==> src/rtl/dicerace_cam_pkg.sv <==
// rtl/dicerace_cam_pkg.sv - shared state/pattern types and RGB565 bar colours for the camera emulator
package dicerace_cam_pkg;

    typedef enum logic [2:0] {
        ST_IDLE   = 3'd0,
        ST_VSYNC  = 3'd1,
        ST_VBP    = 3'd2,
        ST_ACTIVE = 3'd3,
        ST_HBLANK = 3'd4,
        ST_VFP    = 3'd5
    } cam_state_e;

    typedef enum logic [1:0] {
        PAT_BARS     = 2'd0,
        PAT_SOLID    = 2'd1,
        PAT_GRADIENT = 2'd2,
        PAT_CHECKER  = 2'd3
    } pattern_e;

    localparam logic [15:0] BAR_WHITE   = 16'hFFFF;
    localparam logic [15:0] BAR_YELLOW  = 16'hFFE0;
    localparam logic [15:0] BAR_CYAN    = 16'h07FF;
    localparam logic [15:0] BAR_GREEN   = 16'h07E0;
    localparam logic [15:0] BAR_MAGENTA = 16'hF81F;
    localparam logic [15:0] BAR_RED     = 16'hF800;
    localparam logic [15:0] BAR_BLUE    = 16'h001F;
    localparam logic [15:0] BAR_BLACK   = 16'h0000;

    localparam int BAR_PIXELS = 20;

    function automatic logic [15:0] bar_colour(input logic [2:0] idx);
        case (idx)
            3'd0:    return BAR_WHITE;
            3'd1:    return BAR_YELLOW;
            3'd2:    return BAR_CYAN;
            3'd3:    return BAR_GREEN;
            3'd4:    return BAR_MAGENTA;
            3'd5:    return BAR_RED;
            3'd6:    return BAR_BLUE;
            default: return BAR_BLACK;
        endcase
    endfunction

endpackage

==> src/rtl/cam_pattern_gen.sv <==
// rtl/cam_pattern_gen.sv - combinational (x, y, pattern, solid) to RGB565 pixel mapping
module cam_pattern_gen
    import dicerace_cam_pkg::*;
#(
    parameter int XW = 8,
    parameter int YW = 7
) (
    input  logic [XW-1:0] x_i,
    input  logic [YW-1:0] y_i,
    input  pattern_e      sel_i,
    input  logic [15:0]   solid_i,
    output logic [15:0]   rgb_o
);

    logic [15:0] x_ext;
    logic [15:0] y_ext;
    logic [15:0] bar;

    always_comb begin
        x_ext = 16'(x_i);
        y_ext = 16'(y_i);
        bar   = x_ext / 16'(BAR_PIXELS);
        case (sel_i)
            PAT_BARS:     rgb_o = bar_colour((bar > 16'd7) ? 3'd7 : bar[2:0]);
            PAT_SOLID:    rgb_o = solid_i;
            // {x[7:3], y[6:1], 5'b0} built with masks so every coordinate bit is consumed
            PAT_GRADIENT: rgb_o = ((x_ext & 16'h00F8) << 8) | ((y_ext & 16'h007E) << 4);
            default:      rgb_o = (((x_ext ^ y_ext) & 16'h0008) != 16'h0000) ? 16'hFFFF : 16'h0000;
        endcase
    end

endmodule

==> src/rtl/ov7670_stream_gen.sv <==
// rtl/ov7670_stream_gen.sv - OV7670-style RGB565 byte-stream emulator with vsync/href framing
module ov7670_stream_gen
    import dicerace_cam_pkg::*;
#(
    parameter int IMG_WIDTH    = 160,
    parameter int IMG_HEIGHT   = 120,
    parameter int VSYNC_LINES  = 3,
    parameter int VBP_LINES    = 2,
    parameter int VFP_LINES    = 2,
    parameter int HBLANK_SLOTS = 16
) (
    input  logic        clk,
    input  logic        reset,
    input  logic        enable,
    input  logic [1:0]  pattern_sel,
    input  logic [15:0] solid_rgb565,
    output logic        cam_pclk,
    output logic        cam_vsync,
    output logic        cam_href,
    output logic [7:0]  cam_data,
    output logic        frame_done,
    output logic [7:0]  frame_count,
    output logic        busy
);

    localparam int LINE_SLOTS  = 2 * IMG_WIDTH + HBLANK_SLOTS;
    localparam int FRAME_LINES = VSYNC_LINES + VBP_LINES + IMG_HEIGHT + VFP_LINES;
    localparam int XW = (IMG_WIDTH > 1) ? $clog2(IMG_WIDTH) : 1;
    localparam int YW = (IMG_HEIGHT > 1) ? $clog2(IMG_HEIGHT) : 1;
    localparam int SW = $clog2(LINE_SLOTS);
    localparam int LW = $clog2(FRAME_LINES);

    localparam logic [XW-1:0] X_LAST  = XW'(IMG_WIDTH - 1);
    localparam logic [YW-1:0] Y_LAST  = YW'(IMG_HEIGHT - 1);
    localparam logic [SW-1:0] S_LAST  = SW'(LINE_SLOTS - 1);
    localparam logic [SW-1:0] HB_LAST = SW'(HBLANK_SLOTS - 1);

    cam_state_e      state_q, state_d;
    logic [SW-1:0]   slot_q, slot_d;
    logic [LW-1:0]   line_q, line_d;
    logic [XW-1:0]   x_q, x_d;
    logic [YW-1:0]   y_q, y_d;
    logic            lo_q, lo_d;
    pattern_e        sel_q, sel_d;
    logic [15:0]     solid_q, solid_d;
    logic [7:0]      count_q, count_d;
    logic            done_q, done_d;
    logic            pclk_q;
    logic            vsync_q, vsync_d;
    logic            href_q, href_d;
    logic [7:0]      data_q, data_d;
    logic            busy_q, busy_d;
    logic            slot_last;
    logic            phase_last;
    logic [15:0]     pix;

    assign slot_last = (slot_q == S_LAST);

    always_comb begin
        case (state_q)
            ST_VSYNC: phase_last = (line_q == LW'(VSYNC_LINES - 1));
            ST_VBP:   phase_last = (line_q == LW'(VBP_LINES - 1));
            ST_VFP:   phase_last = (line_q == LW'(VFP_LINES - 1));
            default:  phase_last = 1'b0;
        endcase
    end

    always_comb begin
        state_d = state_q;
        slot_d  = slot_q;
        line_d  = line_q;
        x_d     = x_q;
        y_d     = y_q;
        lo_d    = lo_q;
        sel_d   = sel_q;
        solid_d = solid_q;
        count_d = count_q;
        done_d  = 1'b0;
        case (state_q)
            ST_IDLE: begin
                if (enable) state_d = ST_VSYNC;
            end
            ST_VSYNC, ST_VBP, ST_VFP: begin
                slot_d = slot_last ? '0 : slot_q + 1'b1;
                if (slot_last) line_d = phase_last ? '0 : line_q + 1'b1;
                if (slot_last && phase_last) begin
                    case (state_q)
                        ST_VSYNC: state_d = ST_VBP;
                        ST_VBP: begin
                            state_d = ST_ACTIVE;
                            x_d     = '0;
                            y_d     = '0;
                            lo_d    = 1'b0;
                        end
                        default: begin
                            done_d  = 1'b1;
                            count_d = count_q + 8'd1;
                            state_d = enable ? ST_VSYNC : ST_IDLE;
                        end
                    endcase
                end
            end
            ST_ACTIVE: begin
                lo_d = ~lo_q;
                if (lo_q) begin
                    if (x_q == X_LAST) begin
                        state_d = ST_HBLANK;
                        slot_d  = '0;
                    end else begin
                        x_d = x_q + 1'b1;
                    end
                end
            end
            ST_HBLANK: begin
                slot_d = slot_q + 1'b1;
                if (slot_q == HB_LAST) begin
                    slot_d = '0;
                    if (y_q == Y_LAST) begin
                        state_d = ST_VFP;
                        line_d  = '0;
                    end else begin
                        state_d = ST_ACTIVE;
                        x_d     = '0;
                        y_d     = y_q + 1'b1;
                    end
                end
            end
            default: state_d = ST_IDLE;
        endcase
        // Pattern controls are sampled once per frame, at VSYNC entry
        if (state_d == ST_VSYNC && state_q != ST_VSYNC) begin
            sel_d   = pattern_e'(pattern_sel);
            solid_d = solid_rgb565;
            slot_d  = '0;
            line_d  = '0;
        end
    end

    cam_pattern_gen #(
        .XW(XW),
        .YW(YW)
    ) u_pattern (
        .x_i     (x_d),
        .y_i     (y_d),
        .sel_i   (sel_q),
        .solid_i (solid_q),
        .rgb_o   (pix)
    );

    always_comb begin
        vsync_d = (state_d == ST_VSYNC);
        href_d  = (state_d == ST_ACTIVE);
        busy_d  = (state_d != ST_IDLE);
        data_d  = 8'h00;
        if (href_d) data_d = lo_d ? pix[7:0] : pix[15:8];
    end

    // Everything except pclk advances only on the clk edge where pclk falls
    always_ff @(posedge clk or posedge reset) begin
        if (reset) begin
            state_q <= ST_IDLE;
            slot_q  <= '0;
            line_q  <= '0;
            x_q     <= '0;
            y_q     <= '0;
            lo_q    <= 1'b0;
            sel_q   <= PAT_BARS;
            solid_q <= 16'h0000;
            count_q <= 8'h00;
            done_q  <= 1'b0;
            pclk_q  <= 1'b0;
            vsync_q <= 1'b0;
            href_q  <= 1'b0;
            data_q  <= 8'h00;
            busy_q  <= 1'b0;
        end else begin
            pclk_q <= ~pclk_q;
            done_q <= 1'b0;
            if (pclk_q) begin
                state_q <= state_d;
                slot_q  <= slot_d;
                line_q  <= line_d;
                x_q     <= x_d;
                y_q     <= y_d;
                lo_q    <= lo_d;
                sel_q   <= sel_d;
                solid_q <= solid_d;
                count_q <= count_d;
                done_q  <= done_d;
                vsync_q <= vsync_d;
                href_q  <= href_d;
                data_q  <= data_d;
                busy_q  <= busy_d;
            end
        end
    end

    assign cam_pclk    = pclk_q;
    assign cam_vsync   = vsync_q;
    assign cam_href    = href_q;
    assign cam_data    = data_q;
    assign frame_done  = done_q;
    assign frame_count = count_q;
    assign busy        = busy_q;

endmodule

==> config.mk <==
export PLATFORM = sky130hd
export DESIGN_NAME = ov7670_stream_gen
export DESIGN_NICKNAME = d
export VERILOG_FILES = /design/src/rtl/dicerace_cam_pkg.sv /design/src/rtl/cam_pattern_gen.sv /design/src/rtl/ov7670_stream_gen.sv
export SDC_FILE = /design/constraint.sdc
export NUM_CORES = 1
export LEC_CHECK = 0
export BUFFER_PORTS_ARGS = -buffer_cell sky130_fd_sc_hd__buf_2
export CAP_MARGIN = 20
export CORE_ASPECT_RATIO = 1.75
export CORE_MARGIN = 5
export CORE_UTILIZATION = 52
export CTS_CLUSTER_SIZE = 28
export DETAILED_ROUTE_END_ITERATION = 10
export PLACE_DENSITY = 0.75
export SKIP_LAST_GASP = 1
export SLEW_MARGIN = 30
export SYNTH_ARGS = -nofsm -noshare
export SYNTH_HDL_FRONTEND = slang
export SYNTH_HIERARCHICAL = 1
export SYNTH_SLANG_ARGS = --single-unit
==> constraint.sdc <==
create_clock -name clk -period 4.65 [get_ports clk]
set_clock_uncertainty 0.2 [all_clocks]
set_input_delay 0.93 -clock clk [delete_from_list [all_inputs] [get_ports clk]]
set_output_delay 0.93 -clock clk [all_outputs]
set_load 0.02 [all_outputs]
==> results.toml, run 1 <==
[drt]
drtPass1Iterations = 5
antenna_viol_nets_final = 0
dr.first_iter.drc_count = 342
drt_wl_total_mm = 15.1
drc = 0
post_drt_via_cell_ratio = 6.50
vias = 5116
detail_route.wl_per_cell_um = 19.1

[clocking]
cts_max_level = 3
cts_buffers = 9
ctsHoldBuffers = 0
cts.sink_count = 74
clk_latency_ps = 340
clk_root_buffer_cell = "clkbuf_16"
clock_pin_slew_worst_setup_and_hold_paths_ps = 60
tritoncts_clock_tree = "built"
clock_tree.buffer_depth = 2

[setup_path]
critical_path.endpoint_type = "flip-flop"
setup.worst_path.start_class = "flip-flop"
peak_fanout_along_the_critical_path = 5
critPathKind = "flip-flop to flip-flop"
arrival_ps = 4580
worstPathRequired_ps = 4650

[placement]
port-buffer-count = 41
place.gp.congestion = 1.03
dp_hpwl_mm = 11.0
dp.cells = 767
place_worst_setup_slack_ps = -62.3

[yosys]
synth_area_per_cell_um2 = 8.76
post_synth_instance_area_mm2 = 0.00522
synth_cells = 596
synthesis.nets = 623
synthesis.yosys.warnings = 6

[power_and_ir_drop]
power.leakage_nw = 2.60
vdd_drop_max_uv = 245
powerDensity_mw_per_mm2 = 363

[sta]
tightestPinTransition_ps = 775
slew-limit-headroom_pct = 48.2
final_hold_viol_count = 0
final_max_slew_viol_count = 0
setup-tns-final_ps = 0
finalCriticalPeriod_ps = 4580
grt_setup_unrepaired = "true"
fin_crit_sh_pct = 98.5
finalWorstSetupSlack_ps = 69.8
max_clock_freq_ghz = 0.218
setup_viol_count_final = 0

[die]
ioPinCount = 42
starting_density_of_the_core_pct = 53.0
die-width_um = 85.8
fp.dieArea_mm2 = 0.0122
die_h_um = 143
row_count = 48
core_area_mm2 = 0.00985

[status]
outcome = "completed"

[final_layout]
layout.nets = 684
layout-drive-gt1-share_pct = 21.3
multi_input_comb_area_mm2 = 0.00319
nFillCells = 899
area_growth_syn_to_layout_pct = 17.0
layoutNonFillerInstCount = 787
layout.core_utilization_pct = 62.0
regArea_mm2 = 0.00185
antenna_cells = 0

[global_route]
grt_antenna_before_repair = 0
first_global_vias = 5119
global_route_wire_length_before_repair_mm = 24.4
grt_max_degree = 46
global_route.overflow_total = 0
grtUsageTotal_pct = 25.0

[min_path]
hold_path_class = "flip-flop to flip-flop"

[flow_run]
drv.max_cap_violation_count = 0
[path summary, 6_finish.rpt]
kind	to	slack, ps	start	cells past startpoint
max	cam_data[2]	70	line_q[6]	19
min	frame_count[7]	270	frame_count[7]	1
max reg2reg	cam_data[2]	70	line_q[6]	19
min reg2reg	frame_count[7]	270	frame_count[7]	1
max in group asynchronous	slot_q[0]	2830	reset	3
min in group asynchronous	y_q[5]	500	reset	2
[sequential cells by signal, summed over array words and instances (netlist names), 2 cells and up]
signal,count
solid_q,16
x_q,8
line_q,7
frame_count,8
slot_q,9
state_q,3
y_q,7
sel_q,2
cam_data,8
[through the flow]
step / area, um^2 / hold slack (ps) / power (W)
6_report: 6110 / 266 / 0.00222
5_1_grt: 6110 / 305 / 0.00235
4_1_cts: 6030 / 273 / 0.00220
3_5_place_dp: 5710 / 261 / 0.00148
3_3_place_gp: 5710 / 257 / 0.00145
2_1_floorplan: 5220 / 258 / 0.00131
[cells in the final DEF (no fill, tap or decap), drive strengths merged, types with 4 or more instances in the layout]
master and instances:
a21o 4, clkinv 4, and2 6, buf 84, a31oi 15, nand4 7, o31ai 5, nand2b 11
o211ai 4, o2bb2ai 18, mux2 21, and3 9, nor2b 5, o22ai 17, nand2 61, nor3 16
nor2 52, or2 6, inv 17, or3 4, mux2i 21, nand3 13, a2bb2oi 8, xnor2 4
or4b 4, a221o 8, a21oi 44, dfrtp 74, xor2 7, o21ai 39, nand3b 4, nor4 10
clkbuf 12, a211oi 8, ha 6
[per-layer routing]
layer / routed length (um) / global-route usage, %
met2: 8110 / 45.4
met4: 672 / 13.5
met3: 600 / 4.11
met1: 5680 / 27.2
met5: 0 / 0
[critical path, cell delays in order (launching register included)]
cell       delay, ps
dfrtp_1          410
or4b_4           550
nor4b_4          330
nor2_2            80
o21ai_2          140
a21oi_2           90
o21ai_0          170
o31ai_1          130
or2_4            260
ha_2             330
buf_4            120
nand4b_1         110
a21oi_1           90
or3_4            420
o311a_4          360
a2bb2oi_1        180
mux2i_1          160
nand2_1           70
o22ai_1          170
o2bb2ai_1         80
[where the power goes]
| part | switching [W] | internal, W | total, W |
|---|---|---|---|
| logic | 0.000352 | 0.000311 | 0.000663 |
| clock network | 0.000282 | 0.000433 | 0.000715 |
| registers | 0.000102 | 0.000740 | 0.000842 |
[final cells by class]
cell class / instances / area share (%)
Timing Repair Buffer: 85 / 8.72
Sequential cell: 74 / 30.3
Tap cell: 125 / 2.56
Clock buffer: 11 / 3.97
Clock inverter: 5 / 1.04
Multi-Input combinational cell: 469 / 52.2
Inverter: 18 / 1.13
[repair_timing]
| action | in CTS | in global routing |
|---|---|---|
| resized for setup | 2 | 13 |
| buffers inserted | 1 | 2 |
| endpoints found under the setup margin | 4 | 8 |
| pin swaps | 1 | 2 |
(Power assumes the default switching activity.)
==> inputs of run 2 (changes only) <==
--- a/config.mk
+++ b/config.mk
@@ -5,14 +5,17 @@
 export SDC_FILE = /design/constraint.sdc
 export NUM_CORES = 1
 export LEC_CHECK = 0
+export ABC_AREA = 1
 export BUFFER_PORTS_ARGS = -buffer_cell sky130_fd_sc_hd__buf_2
 export CAP_MARGIN = 20
+export CELL_PAD_IN_SITES_DETAIL_PLACEMENT = 0
+export CELL_PAD_IN_SITES_GLOBAL_PLACEMENT = 1
 export CORE_ASPECT_RATIO = 1.75
 export CORE_MARGIN = 5
-export CORE_UTILIZATION = 52
+export CORE_UTILIZATION = 40
 export CTS_CLUSTER_SIZE = 28
 export DETAILED_ROUTE_END_ITERATION = 10
-export PLACE_DENSITY = 0.75
+export PLACE_DENSITY = 0.78
 export SKIP_LAST_GASP = 1
 export SLEW_MARGIN = 30
 export SYNTH_ARGS = -nofsm -noshare
==> run 2 against run 1 <==
Compared with the run above:
- critical path depth grew 4
- utilization shrank 16 points
- register-to-register slack gained 370 ps
- setup slack better by 370 ps
- power decreased by 35%
- critical path type unchanged
- critical endpoint unchanged
==> results.toml, run 2 <==
[status]
outcome = "completed"

[drt]
met2_length_mm = 7.31
vias = 4676
drc = 0
drtPass1Iterations = 4
route.top_layer_used = "met4"
dr.first_iter.drc_count = 207
drt_wl_total_mm = 13.1
post_drt_via_cell_ratio = 5.22
route.layer.met1.wl_mm = 5.22
detail_route.wl_per_cell_um = 14.7
routed-wl-met3_um = 333
antenna_viol_nets_final = 0

[final_layout]
reg_with_most_ffs = "solid_q"
layout.nets = 749
largest_register_ff_count = 16
layout-drive-gt1-share_pct = 21.7
area_growth_syn_to_layout_pct = 13.1
layoutNonFillerInstCount = 895
mostFrequentLayoutCell = "nand2_1"
antenna_cells = 0
stdcell_area_mm2 = 0.00574
most-common-layout-cells = "154 x nand2_1, 86 x inv_1, 74 x dfrtp_1"
biggestRegsByFlops = "solid_q x16, slot_q x9"

[flow_run]
drv.max_cap_violation_count = 0

[power_and_ir_drop]
sw_frac_of_total_pct = 22.2
vdd_drop_max_uv = 153
p_switching_w = 0.000321
sequentialPowerShare_pct = 44.5
p_clk_share_pct = 53.6
powerDensity_mw_per_mm2 = 252
internal-power_w = 0.00113
share_comb_of_total_power_pct = 1.9
power.leakage_nw = 2.86

[min_path]
hold_path_class = "flip-flop to flip-flop"
launch_instance_of_the_worst_min_delay_path = "cam_data[5]"

[global_route]
grt_antenna_before_repair = 0
first_global_vias = 4574
grt_max_degree = 75
grtUsageTotal_pct = 18.0
global_route.overflow_total = 0
global_route_wire_length_before_repair_mm = 21.7

[placement]
dp.cells = 879
port-buffer-count = 41
dp_hpwl_mm = 9.60
place.gp.congestion = 0.877
post_dp_area_mm2 = 0.00541

[yosys]
post-synth-top-count-cell = "nand2_1"
yosys-top-cells-area = "dfrtp_1 36%, nand2_1 11%, inv_1 6.4%"
synth.distinct_cells = 46
post_synth_instance_area_mm2 = 0.00508
yosysTopAreaCellShare_pct = 36.5
ys_seq_area_share_pct = 36.5
yosys_top_cell_by_area = "dfrtp_1"
post_synth_most_frequent_cells = "154 x nand2_1, 87 x inv_1, 74 x dfrtp_1, 57 x nand3_1, 52 x o21ai_0"
ys_ff_latch = 74
synth_edf_count = 0
synth_cells = 685
ys_dominant_reg_cell = "dfrtp_1"
synthesis.yosys.warnings = 6
synth_area_per_cell_um2 = 7.41
synthesis.nets = 712
postSynth.asyncResetShare_pct = 100

[clocking]
cts_max_level = 3
cts_buffers = 9
clock_pin_slew_worst_setup_and_hold_paths_ps = 70
clock_tree.buffer_depth = 2
cts.sink_count = 74
tritoncts_clock_tree = "built"
clk_latency_ps = 340
clk_root_buffer_cell = "clkbuf_16"

[sta]
tightestPinTransition_ps = 924
grt_setup_unrepaired = "false"
max_clock_freq_ghz = 0.238
setup_viol_count_final = 0
final_hold_viol_count = 0
final_max_slew_viol_count = 0
fin_crit_sh_pct = 90.5
setup-tns-final_ps = 0
slew-limit-headroom_pct = 38.2
finalCriticalPeriod_ps = 4210

[setup_path]
worstPathRequired_ps = 4690
ff_to_ff_start = "slot_q[0]"
arrival_ps = 4250
peak_fanout_along_the_critical_path = 8
critical_path.endpoint_type = "flip-flop"
critPathKind = "flip-flop to flip-flop"
worstSetupStartpoint = "slot_q[0]"
setup.worst_path.start_class = "flip-flop"

[die]
ioPinCount = 42
core_area_mm2 = 0.0125
die_h_um = 159
row_count = 54
die-width_um = 95.2
starting_density_of_the_core_pct = 40.6
fp.dieArea_mm2 = 0.0151
run 2: path summary, 6_finish.rpt:
kind | end | slack (ps) | cells after the start
min in group asynchronous | frame_count[2] | 570 | 3
max in group asynchronous | solid_q[9] | 3170 | 3
setup / recovery | cam_data[2] | 440 | 23
setup reg to reg | cam_data[2] | 440 | 23
hold / removal | cam_data[5] | 280 | 2
hold reg to reg | cam_data[5] | 280 | 2
run 2: final cells by class:
| type | instances | area, um^2 |
|---|---|---|
| inverter | 100 | 378 |
| fill | 1283 | 6760 |
| timing repair buffer | 46 | 246 |
| tap | 168 | 210 |
| clock inverter | 7 | 101 |
| sequential | 74 | 1850 |
| clock buffer | 9 | 225 |
| multi-input combinational | 491 | 2730 |
run 2: worst max-delay path, stage by stage, from the launching register on:
cell and delay (ps):
dfrtp_1 400, ha_1 220, nand3_2 160, nor3_4 310, nand3_4 130, o21ai_1 210
nand2_1 120, nor2_4 200, o21ai_0 210, inv_2 170, nand2_2 90, ha_1 280
inv_1 50, a21oi_2 200, inv_2 90, nand3_1 120, nand2_2 70, nor2_4 150
nand3_2 100, a21oi_2 150, nand3_2 130, nand3_1 90, o21ai_1 70, o21ai_0 190
run 2: power groups by stage:
| stage | sequential [W] | combinational (W) | clock, W |
|---|---|---|---|
| 6_report | 0.000644 | 0.0000275 | 0.000776 |
| 5_1_grt | 0.000643 | 0.0000325 | 0.000822 |
| 4_1_cts | 0.000644 | 0.0000288 | 0.000798 |
| 3_5_place_dp | 0.000656 | 0.0000289 | 0 |
| 3_3_place_gp | 0.000656 | 0.0000284 | 0 |
| 2_1_floorplan | 0.000656 | 0.0000138 | 0 |
run 2: cells by family after synthesis:
kind of cell / share of synthesized area [%]
buf+inv: 9.85
flops: 36.5
simple gates: 34.9
compound gates: 14.2
fa+ha+maj: 1.48
xor+xnor: 2.93
mux: 0.222
run 2: timing repair:
item,4_1_cts,5_1_grt
buffers inserted,0,0
gates resized for setup,0,1
hold buffers,0,0
endpoints found under the setup margin,0,8
run 2: routing by layer:
metal	track usage [%]	vias up
met5	0	-
met2	32.8	63
met1	19.8	2250
li1	-	2347
met3	3.26	16
met4	7.56	0
run 2: stage by stage:
| stage | power (W) | hold WS [ps] | setup slack, ps | utilization (%) |
|---|---|---|---|---|
| global route | 0.00150 | 296 | 38.3 | 46.0 |
| CTS | 0.00147 | 279 | 339 | 45.9 |
| floorplan | 0.000670 | 255 | 862 | - |
| finish | 0.00145 | 276 | 442 | 46.0 |
| detailed placement | 0.000685 | 266 | 350 | 43.3 |
| global placement | 0.000684 | 256 | 498 | 43.3 |
==> inputs of run 3 (changes only) <==
--- a/config.mk
+++ b/config.mk
@@ -15,10 +15,9 @@
 export CORE_UTILIZATION = 40
 export CTS_CLUSTER_SIZE = 28
 export DETAILED_ROUTE_END_ITERATION = 10
-export PLACE_DENSITY = 0.78
+export PLACE_DENSITY = 0.79
 export SKIP_LAST_GASP = 1
 export SLEW_MARGIN = 30
 export SYNTH_ARGS = -nofsm -noshare
 export SYNTH_HDL_FRONTEND = slang
-export SYNTH_HIERARCHICAL = 1
 export SYNTH_SLANG_ARGS = --single-unit
==> run 3 against run 2 <==
Compared with the run above:
- synthesized area fell by 6.4%
- sequential power barely moved
- synthesized cell count fell by 3.4%
- die area fell by 5.9%
- global-route usage rose by 0.60 points
- non-clock buffer count rose by 1
- combinational power fell by 21%
==> results.toml, run 3 <==
[sta]
max_clock_freq_ghz = 0.266
finalCriticalPeriod_ps = 3760
tightestPinTransition_ps = 755
worst_hold_margin_ps = 273
final_hold_viol_count = 0
final_max_slew_viol_count = 0
slew-limit-headroom_pct = 49.5
setup_viol_count_final = 0
setup-tns-final_ps = 0
fin_crit_sh_pct = 80.8
grt_setup_unrepaired = "false"

[yosys]
yosys.area_share.adder_pct = 1.58
ys_dominant_reg_cell = "dfrtp_1"
synth_cells = 662
synthesis.nets = 689
post_synth_instance_area_mm2 = 0.00475
ys_ff_latch = 74
synth_area_per_cell_um2 = 7.18
postSynth.asyncResetShare_pct = 100
synth-compound-area-share_pct = 12.0
synth.distinct_cells = 43
simple_logic_cell_fraction_of_the_synthesized_area_pct = 36.4
ys_seq_area_share_pct = 38.9
synth.mux.area_fraction_pct = 0
synth_edf_count = 0
yosys_top_cell_by_area = "dfrtp_1"
post_synth_most_frequent_cells = "200 x nand2_1, 74 x dfrtp_1, 68 x inv_1, 58 x nand3_1, 43 x nor2_1"
synthesis.yosys.warnings = 0
yosysTopAreaCellShare_pct = 38.9
main_combinational_cell_family_by_area_after_synthesis = "simple AND/OR/NAND/NOR gates"
post-synth-top-count-cell = "nand2_1"
yosys.area_share.xor_xnor_pct = 2.58
yosys-top-cells-area = "dfrtp_1 39%, nand2_1 16%, nand3_1 6.1%"

[final_layout]
stdcell_area_mm2 = 0.00541
mostFrequentLayoutCell = "nand2_1"
largest_register_ff_count = 16
antenna_cells = 0
layout.core_utilization_pct = 46.4
most-common-layout-cells = "200 x nand2_1, 74 x dfrtp_1, 67 x inv_1"
nFillCells = 1204
area_growth_syn_to_layout_pct = 13.8
biggestRegsByFlops = "solid_q x16, slot_q x9"
regArea_mm2 = 0.00185
multi_input_comb_area_mm2 = 0.00250
layout-drive-gt1-share_pct = 16.5
reg_with_most_ffs = "solid_q"
layout.nets = 729

[drt]
post_drt_via_cell_ratio = 5.32
dr.first_iter.drc_count = 270
antenna_viol_nets_final = 0
drc = 0
drtPass1Iterations = 5
detail_route.wl_per_cell_um = 15.4
drt_wl_total_mm = 13.0
vias = 4483

[placement]
port-buffer-count = 41
place.gp.congestion = 0.908
post_dp_area_mm2 = 0.00510
dp_hpwl_mm = 10.0

[setup_path]
critPathKind = "flip-flop to flip-flop"
critical_path.endpoint_type = "flip-flop"
ff_to_ff_start = "slot_q[1]"
worstReg2RegEnd = "cam_data[3]"
setup.worst_path.start_class = "flip-flop"
timing.reg2reg.setup_slack_ps = 890
worstPathRequired_ps = 4680
peak_fanout_along_the_critical_path = 12
crit_end = "cam_data[3]"
arrival_ps = 3790
worstSetupStartpoint = "slot_q[1]"
worst_r2r_path_depth = 26

[clocking]
tritoncts_clock_tree = "built"
cts_max_level = 3
post_cts_buffers = 0
clock_pin_slew_worst_setup_and_hold_paths_ps = 60
clock_tree.buffer_depth = 2
cts_repair_resize_count = 0
clk_root_buffer_cell = "clkbuf_16"
clk_latency_ps = 340
cts_buffers = 9
ctsHoldBuffers = 0
cts.sink_count = 74

[power_and_ir_drop]
power.leakage_nw = 2.83
vdd_drop_max_uv = 171
powerDensity_mw_per_mm2 = 257

[die]
row_count = 52
die_h_um = 154
ioPinCount = 42
die-width_um = 92.4
fp.dieArea_mm2 = 0.0143
starting_density_of_the_core_pct = 40.8
core_area_mm2 = 0.0116

[global_route]
grt_max_degree = 51
first_global_vias = 4476
grtUsageTotal_pct = 18.6
grt_antenna_before_repair = 0
global_route_wire_length_before_repair_mm = 21.1
global_route.overflow_total = 0

[min_path]
hold_path_class = "flip-flop to flip-flop"

[status]
outcome = "completed"

[flow_run]
drv.max_cap_violation_count = 0
run 3: cell count changes in the layout (fill, tap and decap cells not counted), moves of 4 or more:
cell	previous run	this run
nand2_1	154	200
o21ai_2	19	0
o2111ai_1	6	1
nor3_1	12	7
nand2_2	30	11
nor2_1	31	43
a21oi_1	12	21
inv_1	86	67
o21ai_0	52	39
o21ai_1	12	7
nand4_1	32	18
a22oi_1	1	5
a21oi_2	4	0
run 3: layer usage:
| metal | track usage (%) | share of wire [%] | routed length [um] |
|---|---|---|---|
| met5 | 0 | 0 | 0 |
| met4 | 8.01 | 2.8 | 369 |
| met3 | 2.87 | 3.4 | 447 |
| met2 | 36.1 | 55 | 7200 |
| met1 | 19.2 | 38 | 4970 |
run 3: how the worst min path moves through the flow:
stage	startpoint	end	slack, ps	depth (start not counted)
2_1_floorplan	solid_q[5]	solid_q[5]	240	2
3_3_place_gp	frame_count[7]	frame_count[7]	250	1
3_5_place_dp	solid_q[6]	solid_q[6]	260	2
4_1_cts	solid_q[3]	solid_q[3]	280	2
5_1_grt	solid_q[3]	solid_q[3]	290	2
6_report	solid_q[11]	solid_q[11]	270	2
run 3: critical path: stages (launching register included):
cell and delay (ps):
dfrtp_1 360, ha_1 210, nand3_2 180, nor3_2 230, buf_4 230, nand2_1 130, nand2_2 120, inv_2 60
nor2_2 170, nand2_4 90, nand2_4 100, nand3_4 100, ha_1 280, inv_1 50, nand2_1 40, nand2_1 110
nand4_1 150, nand2_1 130, nand3_1 100, nand2_1 110, nand2_1 60, nand2_1 50, nand2_1 60, nand2_2 120
nand2_1 70, nand3_1 70, nand2_1 50
run 3: where the power goes:
| part | switching (W) | leakage (nW) | internal (W) |
|---|---|---|---|
| registers | 0 | 0.959 | 0.000644 |
| logic | 0.0000152 | 1.72 | 0.00000649 |
| clock network | 0.000302 | 0.149 | 0.000425 |
| total | 0.000317 | 2.83 | 0.00108 |
run 3: logic make-up after synthesis:
| group | after synthesis |
|---|---|
| AOI/OAI and AO/OA | 97 |
| xor gates and xnor gates | 14 |
| adders and majority gates | 6 |
| buffers and inverters | 105 |
| DFF | 74 |
| and+or+nand+nor | 366 |
run 3: cell type report:
cell class	instances	area share, %
clock buffer	9	4.16
clock inverter	7	1.55
inverter	87	6.11
multi-input combinational	483	46.2
sequential	74	34.2
tap	135	3.12
timing repair buffer	47	4.63
run 3: through the flow:
| stage | power [W] | worst slack [ps] | std cells |
|---|---|---|---|
| after CTS | 0.00141 | 916 | 842 |
| after global placement | 0.000678 | 1080 | 826 |
| after floorplan | 0.000665 | 1540 | 662 |
| after detailed placement | 0.000679 | 937 | 826 |
| final | 0.00139 | 895 | 842 |
| after global routing | 0.00144 | 587 | 842 |
